--- src/rtl/risc_v_ex_mem_wb.sv ---
// RV32I back end: EX, MEM and WB stages with forwarding, branch squash and word-only data memory.
// Latency: ID capture -> PCSrc/PC_Branch 1 cycle; ID capture -> RegWrite_WB/ALU_DATA_WB 3 cycles.
// Backpressure: none; every stage advances each cycle, load-use stalls are left to the front end.
//
// Ports:
//   clk, reset                      single clock, synchronous active-high reset
//   PC_ID .. ALUop_ID               decoded instruction and register operands from ID
//   PCSrc, PC_Branch                taken-branch flag and target, driven from EX state
//   RegWrite_WB, ALU_DATA_WB, RD_WB register-file write port
//   MemRead_EX, RD_EX               EX-stage load info for the hazard unit
module risc_v_ex_mem_wb #(
   parameter int DMEM_WORDS = 64
) (
   input  logic        clk,
   input  logic        reset,
   input  logic [31:0] PC_ID,
   input  logic [31:0] IMM_ID,
   input  logic [31:0] REG_DATA1_ID,
   input  logic [31:0] REG_DATA2_ID,
   input  logic [2:0]  FUNCT3_ID,
   input  logic [6:0]  FUNCT7_ID,
   input  logic [4:0]  RD_ID,
   input  logic [4:0]  RS1_ID,
   input  logic [4:0]  RS2_ID,
   input  logic        RegWrite_ID,
   input  logic        MemtoReg_ID,
   input  logic        MemRead_ID,
   input  logic        MemWrite_ID,
   input  logic        ALUSrc_ID,
   input  logic        Branch_ID,
   input  logic [1:0]  ALUop_ID,
   output logic        PCSrc,
   output logic [31:0] PC_Branch,
   output logic        RegWrite_WB,
   output logic [31:0] ALU_DATA_WB,
   output logic [4:0]  RD_WB,
   output logic        MemRead_EX,
   output logic [4:0]  RD_EX
);

   localparam int AW = $clog2(DMEM_WORDS);

   typedef struct packed {
      logic [31:0] pc;
      logic [31:0] imm;
      logic [31:0] rd1;
      logic [31:0] rd2;
      logic [2:0]  funct3;
      logic        f7_alt;      // funct7[5]: selects sub / sra
      logic [4:0]  rd;
      logic [4:0]  rs1;
      logic [4:0]  rs2;
      logic        reg_write;
      logic        mem_to_reg;
      logic        mem_read;
      logic        mem_write;
      logic        alu_src;
      logic        branch;
      logic [1:0]  alu_op;
   } idex_t;

   typedef struct packed {
      logic [31:0] alu;
      logic [31:0] store_data;
      logic [4:0]  rd;
      logic        reg_write;
      logic        mem_to_reg;
      logic        mem_write;
   } exmem_t;

   typedef struct packed {
      logic [31:0] alu;
      logic [31:0] load;
      logic [4:0]  rd;
      logic        reg_write;
      logic        mem_to_reg;
   } memwb_t;

   typedef enum logic {S_IDLE, S_SQUASH} sq_state_e;

   sq_state_e   state_q, state_d;
   logic        squash;
   idex_t       idex_q, idex_d;
   exmem_t      exmem_q, exmem_d;
   memwb_t      memwb_q, memwb_d;
   logic [31:0] dmem_q [DMEM_WORDS];

   logic [31:0] ex_rs1, ex_rs2, alu_a, alu_b, alu_res;
   logic [4:0]  shamt;
   logic        br_taken;
   logic [AW-1:0] mem_idx;
   logic        funct7_unused;

   // Only funct7[5] carries meaning for the supported ops.
   assign funct7_unused = ^{FUNCT7_ID[6], FUNCT7_ID[4:0]};

   // ---------------------------------------------------------------- squash FSM
   // A taken branch kills the two instructions fetched behind it: the one
   // being captured this cycle and the one captured next cycle.
   always_comb begin
      state_d = state_q;
      squash  = 1'b0;
      case (state_q)
         S_IDLE: begin
            if (PCSrc) begin
               squash  = 1'b1;
               state_d = S_SQUASH;
            end
         end
         S_SQUASH: begin
            squash  = 1'b1;
            state_d = S_IDLE;
         end
         default: state_d = S_IDLE;
      endcase
   end

   // ---------------------------------------------------------------- ID/EX capture
   // The write-back port lands in the register file at the same edge this
   // capture happens, so the file read in ID is stale; bypass it here.
   always_comb begin
      idex_d = '0;
      if (!squash) begin
         idex_d.pc         = PC_ID;
         idex_d.imm        = IMM_ID;
         idex_d.rd1        = (RegWrite_WB && RD_WB != 5'd0 && RD_WB == RS1_ID) ? ALU_DATA_WB : REG_DATA1_ID;
         idex_d.rd2        = (RegWrite_WB && RD_WB != 5'd0 && RD_WB == RS2_ID) ? ALU_DATA_WB : REG_DATA2_ID;
         idex_d.funct3     = FUNCT3_ID;
         idex_d.f7_alt     = FUNCT7_ID[5];
         idex_d.rd         = RD_ID;
         idex_d.rs1        = RS1_ID;
         idex_d.rs2        = RS2_ID;
         idex_d.reg_write  = RegWrite_ID;
         idex_d.mem_to_reg = MemtoReg_ID;
         idex_d.mem_read   = MemRead_ID;
         idex_d.mem_write  = MemWrite_ID;
         idex_d.alu_src    = ALUSrc_ID;
         idex_d.branch     = Branch_ID;
         idex_d.alu_op     = ALUop_ID;
      end
   end

   // ---------------------------------------------------------------- EX
   // Youngest producer wins: EX/MEM result, then the write-back value.
   always_comb begin
      if (exmem_q.reg_write && exmem_q.rd != 5'd0 && exmem_q.rd == idex_q.rs1)
         ex_rs1 = exmem_q.alu;
      else if (memwb_q.reg_write && memwb_q.rd != 5'd0 && memwb_q.rd == idex_q.rs1)
         ex_rs1 = ALU_DATA_WB;
      else
         ex_rs1 = idex_q.rd1;

      if (exmem_q.reg_write && exmem_q.rd != 5'd0 && exmem_q.rd == idex_q.rs2)
         ex_rs2 = exmem_q.alu;
      else if (memwb_q.reg_write && memwb_q.rd != 5'd0 && memwb_q.rd == idex_q.rs2)
         ex_rs2 = ALU_DATA_WB;
      else
         ex_rs2 = idex_q.rd2;
   end

   assign alu_a = ex_rs1;
   assign alu_b = idex_q.alu_src ? idex_q.imm : ex_rs2;
   assign shamt = alu_b[4:0];

   always_comb begin
      alu_res = alu_a + alu_b;
      if (idex_q.alu_op == 2'b10) begin
         case (idex_q.funct3)
            3'b000: alu_res = (idex_q.f7_alt && !idex_q.alu_src) ? alu_a - alu_b : alu_a + alu_b;
            3'b001: alu_res = alu_a << shamt;
            3'b010: alu_res = {31'd0, $signed(alu_a) < $signed(alu_b)};
            3'b011: alu_res = {31'd0, alu_a < alu_b};
            3'b100: alu_res = alu_a ^ alu_b;
            3'b101: alu_res = idex_q.f7_alt ? 32'($signed(alu_a) >>> shamt) : alu_a >> shamt;
            3'b110: alu_res = alu_a | alu_b;
            3'b111: alu_res = alu_a & alu_b;
            default: alu_res = alu_a + alu_b;
         endcase
      end
   end

   always_comb begin
      br_taken = 1'b0;
      case (idex_q.funct3)
         3'b000: br_taken = (ex_rs1 == ex_rs2);
         3'b001: br_taken = (ex_rs1 != ex_rs2);
         3'b100: br_taken = ($signed(ex_rs1) <  $signed(ex_rs2));
         3'b101: br_taken = ($signed(ex_rs1) >= $signed(ex_rs2));
         3'b110: br_taken = (ex_rs1 <  ex_rs2);
         3'b111: br_taken = (ex_rs1 >= ex_rs2);
         default: br_taken = 1'b0;
      endcase
   end

   assign PCSrc      = idex_q.branch & br_taken;
   assign PC_Branch  = idex_q.pc + idex_q.imm;
   assign MemRead_EX = idex_q.mem_read;
   assign RD_EX      = idex_q.rd;

   always_comb begin
      exmem_d            = '0;
      exmem_d.alu        = alu_res;
      exmem_d.store_data = ex_rs2;
      exmem_d.rd         = idex_q.rd;
      exmem_d.reg_write  = idex_q.reg_write;
      exmem_d.mem_to_reg = idex_q.mem_to_reg;
      exmem_d.mem_write  = idex_q.mem_write;
   end

   // ---------------------------------------------------------------- MEM
   // Word index only; byte offset and high address bits are dropped.
   assign mem_idx = exmem_q.alu[AW+1:2];

   always_ff @(posedge clk) begin
      if (!reset && exmem_q.mem_write)
         dmem_q[mem_idx] <= exmem_q.store_data;
   end

   always_comb begin
      memwb_d            = '0;
      memwb_d.alu        = exmem_q.alu;
      memwb_d.load       = dmem_q[mem_idx];
      memwb_d.rd         = exmem_q.rd;
      memwb_d.reg_write  = exmem_q.reg_write;
      memwb_d.mem_to_reg = exmem_q.mem_to_reg;
   end

   // ---------------------------------------------------------------- WB
   assign RegWrite_WB = memwb_q.reg_write && (memwb_q.rd != 5'd0);
   assign ALU_DATA_WB = memwb_q.mem_to_reg ? memwb_q.load : memwb_q.alu;
   assign RD_WB       = memwb_q.rd;

   // ---------------------------------------------------------------- state
   always_ff @(posedge clk) begin
      if (reset) begin
         state_q <= S_IDLE;
         idex_q  <= '0;
         exmem_q <= '0;
         memwb_q <= '0;
      end else begin
         state_q <= state_d;
         idex_q  <= idex_d;
         exmem_q <= exmem_d;
         memwb_q <= memwb_d;
      end
   end

endmodule

--- config.mk ---
export PLATFORM = sky130hd
export DESIGN_NAME = risc_v_ex_mem_wb
export DESIGN_NICKNAME = d
export VERILOG_FILES = /design/src/rtl/risc_v_ex_mem_wb.sv
export SDC_FILE = /design/constraint.sdc
export NUM_CORES = 2
export LEC_CHECK = 0
export ABC_AREA = 1
export BUFFER_PORTS_ARGS = -buffer_cell sky130_fd_sc_hd__buf_2
export CORE_ASPECT_RATIO = 0.8
export CORE_UTILIZATION = 53
export DETAILED_ROUTE_END_ITERATION = 6
export PLACE_DENSITY = 0.75
export SYNTH_ARGS = -nofsm -noshare
export SYNTH_HDL_FRONTEND = slang
export SYNTH_SLANG_ARGS = --single-unit
--- constraint.sdc ---
create_clock -name clk -period 4 [get_ports clk]
set_input_delay 0.6 -clock clk [delete_from_list [all_inputs] [get_ports clk]]
set_output_delay 0.6 -clock clk [all_outputs]
set_load 0.02 [all_outputs]
# Word-level counts from Yosys, hierarchy flattened
# Memory sizes are Yosys's and may differ from the RTL's. A register that Yosys moved wholly into a read port is not among the register bits.
# Index checks and enable logic that the tools add are counted.
# op_classes
muxes	18
reduce_logical	17
n_lt_le_gt_ge	6
bitwise	5
shifts	3
addsub	3
n_eq_ne	16
# op_table
operator	count
32-bit two-way mux	11
32-bit case mux with 8 select lines	1
32-bit less-than comparator	4
32-bit adder	2
32-bit greater-or-equal comparator	2
32-bit bitwise AND	1
32-bit equality test	1
32-bit != test	1
32-bit OR	1
32-bit by 5-bit << shifter with 32-bit output	1
32-bit by 5-bit right shift with 32-bit output	1
32-bit by 5-bit >>> shifter with 32-bit output	1
32-bit subtractor	1
32-bit XOR	1
5-bit equality test	6
3-bit equality test, second input constant	4
1-bit logical AND	11
5-bit nonzero test	2
3-bit by 2-bit equality test with 1-bit output, second input constant	2
1-bit case mux with 6 select lines	1
1-bit case mux with 2 select lines	2
3-bit by 1-bit equality test with 1-bit output, second input constant	1
3-bit logical NOT	1
1-bit two-way mux	3
other kinds (5)	6
# word_totals
reg_bits	267
in_bits	163
output_inout_bits	77
mem_count	1
ramBits	2048
# mem_list
name	words	width	rd	rd_clocked_by_memory_dff	write_ports	line	text
dmem_q	64	32	1	1	1	86	logic [31:0] dmem_q [DMEM_WORDS];

# Depth between registers and ports, before layout
# logic_depth
depth_word	11
depth_mapped	36

# Worst setup path after synthesis
# OpenSTA, ideal clock, no wires.
# synth_timing
path_kind	register -> register
from	register memwb_q, in the netlist RD_WB[4]
to	register exmem_q[62] (netlist bit)
period_less_slack_ns	3.920
arrival_time_ns	3.807
path_slack_ns	0.080
path_buffers	4
path_stages_with_launch	36
t_required_ns	3.887
cell_sequence	dfxtp_1 -> buf_6 -> nor2_2 -> nand3_2 -> nand2_4 -> inv_2 -> nand3_4 -> nand2_1 -> o21ai_2 -> a21oi_4 -> nand2_2 -> nand2_2 -> buf_4 -> buf_4 -> ha_1 -> buf_2 -> inv_1 -> nand3_1 -> nand2_1 -> nand2_1 -> nand2_1 -> inv_1 -> o21ai_1 -> inv_1 -> o21ai_1 -> nand2_1 -> nand2_1 -> a21oi_1 -> o21ai_1 -> nand2_1 -> nand3_1 -> nand2_1 -> nand2_1 -> nand2_1 -> nor2_1 -> nor2_1
# synth_via
elab_chain_len	10
word_cells_on_any_way	23
cone_classes	2 x add/sub; 2 x eq/ne; 3 x shift; 9 x mux; 3 x bitwise; 4 x reduce/logical
# synth_lines
element	line	text
start: declaration	85	memwb_t memwb_q, memwb_d;
start signal: assignment	244	memwb_q <= memwb_d;
5-bit nonzero test *	n/a	
1-bit logical AND *	n/a	
net RegWrite_WB	34	output logic RegWrite_WB,
1-bit logical AND	155	else if (memwb_q.reg_write && memwb_q.rd != 5'd0 && memwb_q.rd == idex_q.rs2)
32-bit two-way mux	155	
32-bit two-way mux	153	if (exmem_q.reg_write && exmem_q.rd != 5'd0 && exmem_q.rd == idex_q.rs2)
32-bit two-way mux	162	assign alu_b = idex_q.alu_src ? idex_q.imm : ex_rs2;
32-bit adder (tied with other cells)	n/a	
32-bit two-way mux (on tied branches)	169, 174	
32-bit case mux with 8 select lines	168	case (idex_q.funct3)
32-bit two-way mux *	167	if (idex_q.alu_op == 2'b10) begin
end signal: assignment	243	exmem_q <= exmem_d;
end: declaration	84	exmem_t exmem_q, exmem_d;
# The timed path passes the listed nets; every way through them passes the cells marked *.
# A chain may end at the register's enable or synchronous reset.

# Worst setup path in the final report
# layout_timing
from	register memwb_q[0] (netlist bit)
to	output port PCSrc
# layout_via
elab_chain_len	6
word_cells_on_any_way	13
cone_classes	4 x order compare; 2 x eq/ne; 6 x mux; 1 x bitwise
# layout_lines
element	line	text
32-bit two-way mux *	230	assign ALU_DATA_WB = memwb_q.mem_to_reg ? memwb_q.load : memwb_q.alu;
32-bit two-way mux (on tied branches)	148, 155	
32-bit two-way mux (on tied branches)	146, 153	
32-bit greater-or-equal comparator (tied with other cells)	190	3'b111: br_taken = (ex_rs1 >= ex_rs2);
1-bit case mux with 6 select lines *	184	case (idex_q.funct3)
1-bit bitwise AND *	195	assign PCSrc = idex_q.branch & br_taken;
end: declaration	32	output logic PCSrc,
# Every way passes the cells marked *; elsewhere a longest branch is shown, timed or not.

==> flow_results.org <==
** Outcome
- Outcome :: complete, but fails checks
- The checks that failed: DRC, capacitance limit, slew limit, setup timing.

** Timing
- Counting I/O delays and the setup requirement, the final critical path takes 5.37 ns.
- After layout, the worst setup slack is -1.37 ns.
- The number of failing hold endpoints at the final stage came to 0.
- Peak clock frequency supported by timing :: 0.186 GHz
- For the final routed database, the setup TNS stands at -204.54 ns.
- Max-Slew Margin vs Limit :: -0.103
- At the pin with the least slew margin, the transition time is 1.65 ns.
- Clk_skew :: 0.0828 ns
- Final hold analysis gives a worst-case slack of 0.0404 ns.
- Pins Over Slew Limit :: 5
- Setup repair after global routing could not meet its margin everywhere.
- Setup violations remaining at the end of the flow were counted as 204.
- Of the available clock period, the critical path in the final layout requires 1.34.

** Synthesis
- Share of synthesized flip-flops with an asynchronous set or reset :: 0
- For this run, the number of Yosys warnings is 0.
- Synthesized Nets :: 8278
- Post-synth top flop :: edfxtp_1
- The synthesized design contains 2048 enable-type register cells.
- edfxtp_1 takes more of the synthesized area than any other cell.
- Area of the mapped netlist :: 97100 um2
- Mean Syn Cell Area :: 12.2 um2
- After technology mapping, the gate count stands at 7952.
- Cells taking the most area after synthesis :: edfxtp_1, dfxtp_1, nand2_1
- Yosys mapped the design onto 65 distinct sky130hd cell types.
- For this run, the register share of the synthesized area comes to 0.695.
- Synthesis-stage register bit count :: 2347
- Area share of the largest cell type after synthesis :: 0.633

** Clocking
- The number of clock buffers added by TritonCTS is 209.
- The cell sitting at the root of the clock tree is a clkbuf_16.
- The clock tree synthesis step divided the H-tree into 4 levels.
- Maximum buffer depth of the clock tree :: 3
- Clock-pin slew was measured on the worst setup and hold paths at 0.08 ns.
- TritonCTS built the clock tree.
- Clock latency reported for the late side of the worst-skew pair :: 0.89 ns
- For this design, the sink count on the clock tree is 2347.

** Critical path
- The critical path contains buffers and inverters numbering 8 combined.
- Data arrival time at the worst-slack endpoint :: 4.77 ns
- STA classifies the critical path endpoint as an output port.
- In this design, the critical path's most frequently occurring cell is nand2_1.
- On the worst path, the slowest cell contributes a delay of 0.39 ns.
- Family with the most delay on the worst path :: buffers and inverters
- STA puts the critical path data required time at 3.40 ns.
- In this run the worst path has a maximum fanout of 17.
- The largest individual stage delay along the critical path comes from the cell dfxtp_2.
- Worst setup SP type :: flop
- By startpoint and endpoint, the worst setup path is classified as reg2out.
- Cell-by-cell listing of the critical path :: buf_12, buf_4, nand2_1, o21ai_0, buf_4, o211ai_1, nand2_1, inv_2, ha_1, nand2_1, inv_1, nand3_1, nor4_2, buf_4, nand2_4, nand2_4, xor2_2, nand2_1, nand2_1, o2111ai_2, nand2_2, inv_2, buf_6

** Drt
- DR DRC count :: 18
- DR vias/cell :: 6.38
- Wire length reported by the detailed router :: 352000 um
- The first TritonRoute pass finished after 7 iterations.
- Wire length per cell after detailed routing :: 29.9 um
- Number of DRC markers in iteration 0 :: 11641
- Summing over every cut layer, the via total after detailed routing is 75179.
- The detail route stage leaves a number of antenna-violating nets equal to 0.

** GRT
- The via count of the first global-routing pass was 70188.
- First-pass GRT wire length :: 492000 um
- Largest net degree at the start of global routing :: 129
- Number of antenna violations at the first check in global routing :: 18
- Total gr overflow :: 0
- Total GRT Usage :: 0.370

** Final layout
- Final #Nets :: 9501
- Layout cell share with drive strength beyond 1 :: 0.252
- Area of all placed cells without fillers :: 121000 um2
- FILL cells :: 12642
- Multi-input combinational cell area :: 28800 um2
- Excluding fillers, the count of instances in the completed layout stands at 11775.
- Measured on the finished design, the core utilization comes to 0.663.
- Across the whole layout, storage elements account for 67600 um2.
- Relative area change from synthesis to final layout :: 24.4%

** Floorplanning
- The floorplan has 140 rows.
- The floorplan step defined a core boundary enclosing 182000 um2.
- Initial Utilization :: 0.533
- Die height :: 385 um
- 240 I/O pins were placed.
- Horizontal die dimension :: 481 um
- Die Footprint :: 185000 um2

** Pwr
- Across the VDD grid, the largest voltage drop is 506 uV.
- For this design the ratio of total power to cell area is 492 nW/um2.
- In this run the static leakage power is 44.9 nW.
- Power comes to 59.4 mW.

** Run
- Max-cap violations in this run came to 2.

** Placement
- Worst slack after detailed placement :: -0.813 ns
- The congestion estimate from routability-driven global placement came to 1.07.
- Port-buffer cells :: 233
- After detailed placement, the design holds a cell count of 11136.
- Summed over all nets, the half-perimeter wirelength after detailed placement is 223000 um.
- Cell area after placement :: 108000 um2

** Worst hold path
- Min-Delay Path Class :: in2reg
==> kinds of logic (layout without fill, tap and decap cells) <==
family	count (synthesis)	after routing	synth area share
AND/OR/NAND/NOR	2894	2897	0.128
flip-flops	2347	2347	0.695
AO/OA/AOI/OAI	1521	1521	0.109
buffers and inverters	962	2356	0.0411
adder cells (fa/ha/maj)	163	163	0.0212
XOR/XNOR	65	65	0.00594
other	0	12	0
==> registers in the layout, summed over array words and instances, names as in the netlist <==
signal	flops
MemRead_EX	1
idex_q	146
exmem_d	3
dmem_q	2048
memwb_q	66
state_q	1
RD_EX	5
RD_WB	5
exmem_q	72
==> worst min-delay path, stage by stage <==
cell and delay [ns]:
buf_2 0.09, a21oi_1 0.05, nor2_1 0.10
==> worst paths after layout <==
path	slack, ns	start	cells after the start	end
min reg2reg	0.40	exmem_q[1]	2	memwb_q[0]
max	-1.37	memwb_q[0]	23	PCSrc
min	0.04	REG_DATA2_ID[9]	3	idex_q[36]
max reg2reg	-1.32	memwb_q[0]	34	idex_q[56]
==> area by class of cell <==
cell class / count / share of cell area
flip-flops and latches: 2347 / 0.560
multi-input cells: 4646 / 0.238
repair buffers: 1456 / 0.103
clock buffers: 250 / 0.0450
well taps: 2414 / 0.0250
inverters: 515 / 0.0161
clock inverters: 135 / 0.0130
diodes: 12 / 0.000249
==> routing by layer <==
metal / GRT usage / wire (um) / vias to the layer above / part of all wire
met3: 0.102 / 50500 / 1023 / 0.14
met5: 0 / 152 / - / 0.00043
met1: 0.540 / 136000 / 36616 / 0.39
met2: 0.526 / 149000 / 5850 / 0.42
li1: - / - / 31672 / -
met4: 0.144 / 16300 / 18 / 0.046
==> repair_timing <==
item	CTS	global route
setup endpoints to repair	203	206
cloned	20	5
pin swaps	127	86
hold endpoints to repair	95	0
buffers inserted	93	46
gates resized for setup	547	255
hold buffers	95	0
==> report_power, final <==
group	switching (mW)	internal, mW	total (mW)
registers	0.486	26.9	27.4
clock network	9.27	11.4	20.7
logic	7.20	4.17	11.4
==> cells in the final DEF (no fill, tap or decap), types with 93 or more instances in the layout <==
cell type / Yosys / layout
a22oi_1: 271 / 271
edfxtp_1: 2048 / 2048
nand4_1: 270 / 270
a22o_1: 206 / 206
a221oi_1: 274 / 272
nand3_1: 407 / 376
nand2_1: 1589 / 1532
nor2_4: 3 / 125
dfxtp_1: 299 / 245
buf_4: 33 / 959
a21oi_1: 309 / 247
dlygate4sd3_1: 0 / 95
o21ai_0: 208 / 127
ha_1: 160 / 109
inv_1: 486 / 445
nor2_1: 513 / 342
clkbuf_16: 0 / 213
buf_2: 95 / 223
buf_12: 1 / 93
==> cell usage after synthesis (7+ instances only) <==
cell type / n
o21bai_1: 9
nor3_1: 46
xnor2_1: 18
clkbuf_1: 228
inv_2: 22
buf_6: 15
nand3_1: 407
a31oi_1: 55
dfxtp_1: 299
o21ai_2: 15
nor2_2: 8
nand2_2: 23
nand2_1: 1589
xor2_1: 46
o21ai_0: 208
o211ai_1: 39
buf_1: 74
clkinv_1: 7
nand4_1: 270
o22ai_1: 8
buf_4: 33
inv_1: 486
a221oi_1: 274
o21ai_1: 66
a22o_1: 206
o221ai_1: 8
edfxtp_1: 2048
nor2_1: 513
a22oi_1: 271
a21oi_1: 309
a21o_1: 10
ha_1: 160
o2111ai_1: 7
buf_2: 95
Power figures use the tool's default switching activity.
